<file path="src/rtl/ax_probe_pkg.sv">
`default_nettype none
// ============================================================================
//  Module      : ax_probe_pkg
//  Description : Shared types and constants for the approximate-circuit
//                truth-table probe (FSM state encoding, parameter defaults
//                and legal limits).
//  Revision    : 1.0 - initial release
// ============================================================================
package ax_probe_pkg;

    // Input count: defaults and legal range
    localparam int c_n_in_def    = 6;
    localparam int c_n_in_min    = 1;
    localparam int c_n_in_max    = 8;

    // Latency of the circuit under test: defaults and legal range
    localparam int c_dut_lat_def = 0;
    localparam int c_dut_lat_min = 0;
    localparam int c_dut_lat_max = 7;

    // Sweep controller states
    typedef enum logic [1:0] {
        ST_IDLE  = 2'd0,
        ST_RUN   = 2'd1,
        ST_DRAIN = 2'd2,
        ST_DONE  = 2'd3
    } probe_state_t;

endpackage : ax_probe_pkg
`default_nettype wire

</file>
<file path="src/rtl/ax_probe_dly.sv">
`default_nettype none
// ============================================================================
//  Module      : ax_probe_dly
//  Description : Valid/index delay line that aligns issued patterns with the
//                response of a pipelined circuit under test. LAT register
//                stages; a plain wire when LAT is 0. Cleared by rst or flush.
//  Revision    : 1.0 - initial release
// ============================================================================
module ax_probe_dly #(
    parameter int LAT = 0,
    parameter int W   = 6
) (
    input  logic         clk,
    input  logic         rst,
    input  logic         i_flush,
    input  logic         i_vld,
    input  logic [W-1:0] i_idx,
    output logic         o_vld,
    output logic [W-1:0] o_idx
);

    if (LAT == 0) begin : g_pass
        // No storage: clock, reset and flush have nothing to act on
        logic w_unused;
        assign w_unused = &{1'b0, clk, rst, i_flush};
        assign o_vld    = i_vld;
        assign o_idx    = i_idx;
    end else begin : g_pipe
        logic [LAT-1:0]        r_vld;
        logic [LAT-1:0][W-1:0] r_idx;

        // Shift valid and index one stage per cycle; clear everything on flush
        always_ff @(posedge clk) begin
            if (rst || i_flush) begin
                r_vld <= '0;
                r_idx <= '0;
            end else begin
                r_vld[0] <= i_vld;
                r_idx[0] <= i_idx;
                for (int s = 1; s < LAT; s++) begin
                    r_vld[s] <= r_vld[s-1];
                    r_idx[s] <= r_idx[s-1];
                end
            end
        end

        assign o_vld = r_vld[LAT-1];
        assign o_idx = r_idx[LAT-1];
    end

endmodule : ax_probe_dly
`default_nettype wire

</file>
<file path="src/rtl/ax_tt_probe.sv">
`default_nettype none
// ============================================================================
//  Module      : ax_tt_probe
//  Description : Sweeps all 2**N_IN input patterns through an approximate
//                circuit, captures its truth table and counts the Hamming
//                distance to a golden truth table.
//                Optional feature macro: AX_PROBE_ERRMAP_EN adds the err_map
//                output (per-pattern error bitmap).
//  Revision    : 1.0 - initial release
// ============================================================================
module ax_tt_probe
    import ax_probe_pkg::*;
#(
    parameter int  N_IN    = c_n_in_def,
    parameter int  DUT_LAT = c_dut_lat_def,
    localparam int TT      = 2 ** N_IN
) (
    input  logic            clk,
    input  logic            rst,
    input  logic            start,
    input  logic            abort,
    input  logic [TT-1:0]   golden_tt,
    output logic [N_IN-1:0] dut_pi,
    input  logic            dut_po,
    output logic            busy,
    output logic            done,
    output logic [TT-1:0]   tt_out,
    output logic [N_IN:0]   err_cnt
`ifdef AX_PROBE_ERRMAP_EN
    ,
    output logic [TT-1:0]   err_map
`endif
);

    localparam logic [N_IN-1:0] c_last_idx = {N_IN{1'b1}};
    localparam logic [N_IN:0]   c_err_max  = {1'b1, {N_IN{1'b0}}};

    probe_state_t    r_state;
    logic            r_busy;
    logic            r_done;
    logic [N_IN-1:0] r_pi;
    logic [TT-1:0]   r_golden;
    logic [TT-1:0]   r_tt;
    logic [N_IN:0]   r_err;

    logic            w_start_acc;
    logic            w_iss_vld;
    logic            w_dly_vld;
    logic [N_IN-1:0] w_dly_idx;
    logic            w_cap;
    logic            w_mis;

    // A start is honoured only from IDLE and only if abort is not also asserted
    assign w_start_acc = (r_state == ST_IDLE) && start && !abort;
    assign w_iss_vld   = (r_state == ST_RUN);
    assign w_cap       = w_dly_vld && !abort;
    assign w_mis       = dut_po ^ r_golden[w_dly_idx];

    ax_probe_dly #(
        .LAT (DUT_LAT),
        .W   (N_IN)
    ) u_dly (
        .clk     (clk),
        .rst     (rst),
        .i_flush (abort),
        .i_vld   (w_iss_vld),
        .i_idx   (r_pi),
        .o_vld   (w_dly_vld),
        .o_idx   (w_dly_idx)
    );

    // Sweep controller with registered busy/done flags
    always_ff @(posedge clk) begin
        if (rst) begin
            r_state <= ST_IDLE;
            r_busy  <= 1'b0;
            r_done  <= 1'b0;
        end else begin
            case (r_state)
                ST_IDLE: begin
                    r_done <= 1'b0;
                    if (w_start_acc) begin
                        r_state <= ST_RUN;
                        r_busy  <= 1'b1;
                    end
                end
                ST_RUN: begin
                    if (abort) begin
                        r_state <= ST_IDLE;
                        r_busy  <= 1'b0;
                    end else if (r_pi == c_last_idx) begin
                        // Combinational DUT: the last capture happens now
                        if (DUT_LAT == 0) begin
                            r_state <= ST_DONE;
                            r_done  <= 1'b1;
                        end else begin
                            r_state <= ST_DRAIN;
                        end
                    end
                end
                ST_DRAIN: begin
                    if (abort) begin
                        r_state <= ST_IDLE;
                        r_busy  <= 1'b0;
                    end else if (w_dly_vld && (w_dly_idx == c_last_idx)) begin
                        r_state <= ST_DONE;
                        r_done  <= 1'b1;
                    end
                end
                ST_DONE: begin
                    r_state <= ST_IDLE;
                    r_busy  <= 1'b0;
                    r_done  <= 1'b0;
                end
                default: begin
                    r_state <= ST_IDLE;
                    r_busy  <= 1'b0;
                    r_done  <= 1'b0;
                end
            endcase
        end
    end

    // Pattern generator: counts 0..TT-1 while running, holds otherwise
    always_ff @(posedge clk) begin
        if (rst) begin
            r_pi <= '0;
        end else if (w_start_acc) begin
            r_pi <= '0;
        end else if ((r_state == ST_RUN) && !abort && (r_pi != c_last_idx)) begin
            r_pi <= r_pi + 1'b1;
        end
    end

    // Golden snapshot, truth-table capture and saturating error count
    always_ff @(posedge clk) begin
        if (rst) begin
            r_golden <= '0;
            r_tt     <= '0;
            r_err    <= '0;
        end else if (w_start_acc) begin
            r_golden <= golden_tt;
            r_tt     <= '0;
            r_err    <= '0;
        end else if (w_cap) begin
            r_tt[w_dly_idx] <= dut_po;
            if (w_mis && (r_err != c_err_max)) begin
                r_err <= r_err + 1'b1;
            end
        end
    end

`ifdef AX_PROBE_ERRMAP_EN
    logic [TT-1:0] r_err_map;

    // Per-pattern mismatch bitmap, built alongside the capture
    always_ff @(posedge clk) begin
        if (rst) begin
            r_err_map <= '0;
        end else if (w_start_acc) begin
            r_err_map <= '0;
        end else if (w_cap) begin
            r_err_map[w_dly_idx] <= w_mis;
        end
    end

    assign err_map = r_err_map;
`endif

    assign dut_pi  = r_pi;
    assign busy    = r_busy;
    assign done    = r_done;
    assign tt_out  = r_tt;
    assign err_cnt = r_err;

endmodule : ax_tt_probe
`default_nettype wire
</file>
<file path="config.mk">
export PLATFORM = sky130hd
export DESIGN_NAME = ax_tt_probe
export DESIGN_NICKNAME = d
export VERILOG_FILES = /design/src/rtl/ax_probe_pkg.sv /design/src/rtl/ax_probe_dly.sv /design/src/rtl/ax_tt_probe.sv
export SDC_FILE = /design/constraint.sdc
export NUM_CORES = 1
export LEC_CHECK = 0
export ABC_AREA = 0
export BUFFER_PORTS_ARGS = -buffer_cell sky130_fd_sc_hd__buf_2
export CAP_MARGIN = 20
export CELL_PAD_IN_SITES_DETAIL_PLACEMENT = 0
export CELL_PAD_IN_SITES_GLOBAL_PLACEMENT = 1
export CORE_UTILIZATION = 25
export CTS_BUF_LIST = sky130_fd_sc_hd__clkbuf_4
export CTS_CLUSTER_DIAMETER = 100
export DETAILED_ROUTE_END_ITERATION = 6
export PLACE_DENSITY_LB_ADDON = 0.15
export RECOVER_POWER = 25
export SYNTH_ARGS = -nofsm -noshare
export SYNTH_HDL_FRONTEND = slang
export SYNTH_SLANG_ARGS = --single-unit
</file>
<file path="constraint.sdc">
create_clock -name clk -period 4.6 [get_ports clk]
set_input_delay 0.23 -clock clk [delete_from_list [all_inputs] [get_ports clk]]
set_output_delay 0.23 -clock clk [all_outputs]
set_load 0.01 [all_outputs]
</file>
; ---- Word-level counts from Yosys, hierarchy flattened
; Index checks and enable logic that the tools add are counted.
[word_totals]
ff_bits = 145
out_inout_bits = 79
elab_cells = 61
[op_classes]
n_addsub = 2
magnitude_cmp = 2
eq_ne = 14
mux = 19
bitwise_logic = 1
reduce_logical = 16
[op_table]
columns = operator, count
row1 = bitwise mux 64 bit, 1
row2 = 2-to-1 mux 2 bit, 5
row3 = 2-to-1 mux 1 bit, 8
row4 = "inequality test 2 bit, second input constant", 4
row5 = case mux 2 bit (4 select lines), 1
row6 = "adder 7 x 1 -> 7 bit, second input constant", 1
row7 = logical AND 1 bit, 7
row8 = "less-than comparator 6 x 7 -> 1 bit, second input constant", 1
row9 = "inequality test 7 bit, second input constant", 1
row10 = "adder 6 x 1 -> 6 bit, second input constant", 1
row11 = binary-select mux 1 bit (select 6 bit), 1
row12 = demux 1 bit (select 6 bit), 1
row13 = "equality test 6 bit, second input constant", 1
row14 = "greater-or-equal comparator 6 x 1 -> 1 bit, second input constant", 1
row15 = "inequality test 6 bit, second input constant", 1
row16 = case mux 1 bit (3 select lines), 2
row17 = OR reduction 2 bit, 3
row18 = "equality test 2 bit, second input constant", 2
row19 = "inequality test 2 x 1 -> 1 bit, second input constant", 2
row20 = AND reduction 2 bit, 2
row21 = AND reduction 4 bit, 1
row22 = "inequality test 3 x 2 -> 1 bit, second input constant", 1
row23 = "inequality test 3 bit, second input constant", 1
row24 = AND reduction 3 bit, 1
row25 = 4 further kinds, 4

; ---- Logic depth before layout (Yosys ltp)
[logic_depth]
depth_word = 5
mapped_depth = 12
ltp_nobuf = 8

; ---- Cells and area by module
; From an unflattened synthesis, not the netlist that was laid out.
[hier_totals]
cells_unflattened = 793
area_unflattened_um2 = 6373.6
[modules_own_cells]
columns = mod, instances, cells_each, area_each_um2, seq_area_each_um2
row1 = ax_tt_probe, 1, 786, 6321.1, 2902.8
row2 = ax_probe_dly, 1, 7, 52.6, 0.0

; ---- Least setup slack after synthesis
; No wires, ideal clock.
[synth_path]
path_kind = flip-flop to flip-flop
start = register r_pi[1] (netlist: dut_pi[1])
end = register r_err[4] (netlist: err_cnt[4])
setup_time_ns = 0.070
t_arrival_ns = 2.631
t_required_ns = 4.530
path_slack_ns = 1.899
path_stages_with_launch = 11
n_path_buf = 3
synth_period_minus_slack_ns = 2.701
cell_sequence = dfxtp_1 -> buf_6 -> buf_8 -> mux4_2 -> mux2i_1 -> o22ai_1 -> nor4_2 -> mux2_4 -> buf_6 -> or3_1 -> a21oi_1
[synth_between]
elab_chain_len = 5
[synth_rtl]
columns = element, line
row1 = "start, declared", ax_tt_probe.sv:41  ; logic [N_IN-1:0] r_pi;
row2 = "start signal, assigned", ax_tt_probe.sv:131  ; r_pi <= r_pi + 1'b1;
row3 = binary-select mux 1 bit (select 6 bit), ax_tt_probe.sv:57  ; assign w_mis = dut_po ^ r_golden[w_dly_idx];
row4 = 2-to-1 mux 1 bit (implied by the code), ax_tt_probe.sv:57
row5 = bitwise XOR 1 bit, ax_tt_probe.sv:57
row6 = logical AND 1 bit, ax_tt_probe.sv:147  ; if (w_mis && (r_err != c_err_max)) begin
row7 = AND reduction 2 bit (no line), --
row8 = "end signal, assigned", ax_tt_probe.sv:148  ; r_err <= r_err + 1'b1;
row9 = "end, declared", ax_tt_probe.sv:44  ; logic [N_IN:0] r_err;
; Every way passes these cells. The select of a mux whose other input is x is not followed.
; A chain may end at the register's enable or synchronous reset.

; ---- Worst setup path in the final report
; Ends and elaborated chain as after synthesis.

==> impl_metrics.csv <==
group,metric,value,unit
synthesis,syn_area,6390,µm²
sta,hold_viol_final,0,
setup_path,endpoint_kind,"flip-flop",
drt,drt-pass1-iter-count,5,
power,power,2.69,mW
sta,setup_slack,1070,ps
final_layout,utilization,0.326,
synthesis,syn_avg_cell_area,7.95,µm²
setup_path,cp.buffers_inverters,1,
sta,rsz0062_at_grt,"false",
clock_network,post_cts_buffers,0,
placement,gp_congestion,0.738,
power,p_int,1.85,mW
drt,via_count,5993,
power,swShare,0.312,
setup_path,worstPathArrival,4020,ps
setup_path,critPathLaunchType,"flip-flop",
clock_network,cts_buffer_depth,2,
setup_path,crit_end,"err_cnt[4]",
clock_network,cts_made_buffers,17,
synthesis,synth_cell_types,57,
sta,period_minus_slack,3530,ps
final_layout,fillCellCount,2824,
synthesis,ys_seq_area_frac,0.454,
setup_path,worst-setup-path-type,"reg -> reg",
floorplan,die-area,26200,µm²
setup_path,slowest_delay,980,ps
power,ir_drop,0.0987,mV
synthesis,yosysWarnings,0,
synthesis,synth_edf_count,0,
sta,report.final.slew_viol_count,0,
placement,io_buffer_count,147,
placement,place_hpwl,14000,µm
power,p_sw,0.840,mW
floorplan,core_area,25100,µm²
sta,clock.fmax,283,MHz
power,cellPowerDensity,329,nW/µm²
grt,grt_max_degree,70,
run,drv_cap,0,
sta,worst_pin_slew,1040,ps
synthesis,synthFlopType,"dfxtp_1",
clock_network,cts_root_buffer,"clkbuf_4",
setup_path,crit_slowest_cell,"dfxtp_1",
drt,postRouteAntennaNets,0,
floorplan,initial_utilization,0.254,
setup_path,worst-r2r-cell-count,8,
setup_path,r2r_end,"err_cnt[4]",
clock_network,clk_latency,560,ps
synthesis,ys_seq_elements,145,
clock_network,clock_sinks,145,
power,seq_power_share,0.515,
floorplan,io_pins,148,
sta,setup_tns,0,ps
final_layout,drive_gt1_frac,0.155,
floorplan,num_rows,58,
drt,drc,0,
synthesis,synth_nets,881,
sta,max_slew_margin,0.299,
worst_hold_path,hold_class,"in -> reg",
sta,finalCritPeriodShare,0.768,
drt,dr.first_iter.drc_count,368,
final_layout,area_growth_syn_to_layout,28.1,%
clock_network,cts_resized,0,
final_layout,final_common_cell,"nand2_1",
setup_path,cpLargestDelayFamily,"multiplexers",
status,status,"completed",
placement,dp_slack,1000,ps
synthesis,synth_cells,804,
setup_path,rr_startpoint,"dut_pi[1]",
grt,grt_first_pass_wirelength,32100,µm
clock_network,cts_tree,"built",
final_layout,layout_common_cells,"nand2_1, dfxtp_1, a21oi_1",
floorplan,die_width,162,µm
clock_network,htreeDepth,4,
grt,antenna_found_initial,1,
power,p_leak,2.89,nW
setup_path,cp_cell_sequence,"buf_4, mux4_2, mux2i_1, o22ai_1, nor4_2, mux2_4, or3_1, a21oi_1",
sta,clock-skew-final,22.0,ps
grt,grt-ovfl-total,0,
power,clockPowerShare,0.307,
grt,track_usage,0.158,
drt,viasPerCell,4.54,
final_layout,final_nets,1055,
synthesis,async_flop_share,0,
drt,wl_per_cell,15.6,µm
drt,detail_route.wirelength,20600,µm
setup_path,regToRegSetupSlack,1070,ps
floorplan,die_h,162,µm
setup_path,critPathRequiredTime,5090,ps
sta,setup-violations-final,0,
grt,grt_pass1_vias,5773,
setup_path,crit_start,"dut_pi[1]",
clock_network,path_clk_slew,140,ps
setup_path,cp_max_fo,22,
power,pwr-share-comb,0.178,
setup_path,path_depth,8,
## synthesized netlist by cell type, types with 2 or more instances
| cell | count | area [µm²] |
|---|---|---|
| a31oi_1 | 3 | 18.8 |
| buf_2 | 3 | 15.0 |
| nor3b_1 | 3 | 22.5 |
| nand3b_1 | 2 | 15.0 |
| dfxtp_1 | 145 | 2900 |
| and3_1 | 7 | 43.8 |
| xnor2_1 | 3 | 26.3 |
| nand2_1 | 190 | 713 |
| nor2_1 | 52 | 195 |
| nand3_1 | 48 | 240 |
| buf_6 | 4 | 45.0 |
| inv_1 | 8 | 30.0 |
| clkbuf_1 | 44 | 165 |
| or3_1 | 6 | 37.5 |
| a221o_1 | 4 | 40.0 |
| ha_1 | 8 | 100 |
| a21oi_1 | 126 | 631 |
| o22ai_1 | 4 | 25.0 |
| o21ai_1 | 5 | 25.0 |
| a221oi_1 | 2 | 17.5 |
| and2_1 | 3 | 18.8 |
| nand4_1 | 6 | 37.5 |
| o21ai_0 | 39 | 195 |
| xor2_1 | 2 | 17.5 |
| nand2b_1 | 6 | 37.5 |
| mux4_2 | 8 | 180 |
| buf_4 | 2 | 15.0 |
| nor3_1 | 4 | 20.0 |
| nor2b_1 | 4 | 25.0 |
| and2_0 | 2 | 12.5 |
| mux2i_1 | 23 | 230 |
| buf_1 | 13 | 48.8 |
## power groups by stage
stage | sequential [mW] | combinational, mW | clock (mW)
floorplan | 1.39 | 0.326 | 0
CTS | 1.39 | 0.483 | 0.863
global route | 1.40 | 0.540 | 0.921
finish | 1.39 | 0.479 | 0.826
global placement | 1.42 | 0.441 | 0
detailed placement | 1.41 | 0.441 | 0
## registers in the layout, summed over array words and instances, names as in the netlist
signal	cells
dut_pi	6
r_golden	64
busy	1
r_state	2
tt_out	64
err_cnt	7
done	1
## worst min path at each step
stage                             from           to  slack (ps)  cells past startpoint
after floorplan           golden_tt[0]  r_golden[0]         370                      2
after global placement      tt_out[51]   tt_out[51]         440                      2
after detailed placement    tt_out[34]   tt_out[34]         440                      2
after CTS                        abort   r_state[1]          80                      4
after global routing               rst   err_cnt[5]           7                      3
final                              rst   err_cnt[5]          50                      3
## repair_timing
item                       4_1_cts  5_1_grt
hold endpoints to repair        64        0
hold buffers                    64        0
setup endpoints to repair        0        0
## worst reg2reg max path: stages, from the launching register on
cell and delay [ps]:
dfxtp_1 980, buf_4 310, mux4_2 500, mux2i_1 210
o22ai_1 130, nor4_2 440, mux2_4 410, or3_1 360
a21oi_1 140
## through the flow
| step | instance area (µm²) | std cells | hold slack [ps] |
|---|---|---|---|
| 3_3_place_gp | 7320 | 1224 | 443 |
| 3_5_place_dp | 7320 | 1224 | 444 |
| 6_report | 8190 | 1321 | 48.0 |
| 5_1_grt | 8190 | 1321 | 7.17 |
| 2_1_floorplan | 6390 | 804 | 366 |
| 4_1_cts | 8240 | 1319 | 83.0 |
## routing by layer
layer  part of all wire  GRT usage  wire (µm)  vias up
met1               0.50      0.223      10200     2769
li1                   -          -          -     3085
met4             0.0059     0.0382        121        0
met5                  0          0          0        -
met3              0.040     0.0322        831       10
met2               0.46      0.245       9390      129
## cell type report
cell class / instances / area (µm²) / area share
multi-input cells: 583 / 3160 / 0.386
flip-flops and latches: 145 / 2900 / 0.355
repair buffers: 222 / 1400 / 0.171
well taps: 330 / 413 / 0.0504
clock inverters: 13 / 139 / 0.0170
clock buffers: 18 / 135 / 0.0165
inverters: 9 / 33.8 / 0.00413
diodes: 1 / 2.50 / 0.000306
## kinds of logic after synthesis
| group | after synthesis | synth area share |
|---|---|---|
| xor gates and xnor gates | 5 | 0.00685 |
| and+or+nand+nor | 344 | 0.237 |
| DFF | 145 | 0.454 |
| AOI/OAI and AO/OA | 192 | 0.163 |
| muxes | 34 | 0.0701 |
| adders and majority gates | 8 | 0.0157 |
| buffers and inverters | 76 | 0.0529 |
No activity file was read; power rests on OpenSTA's default activity.
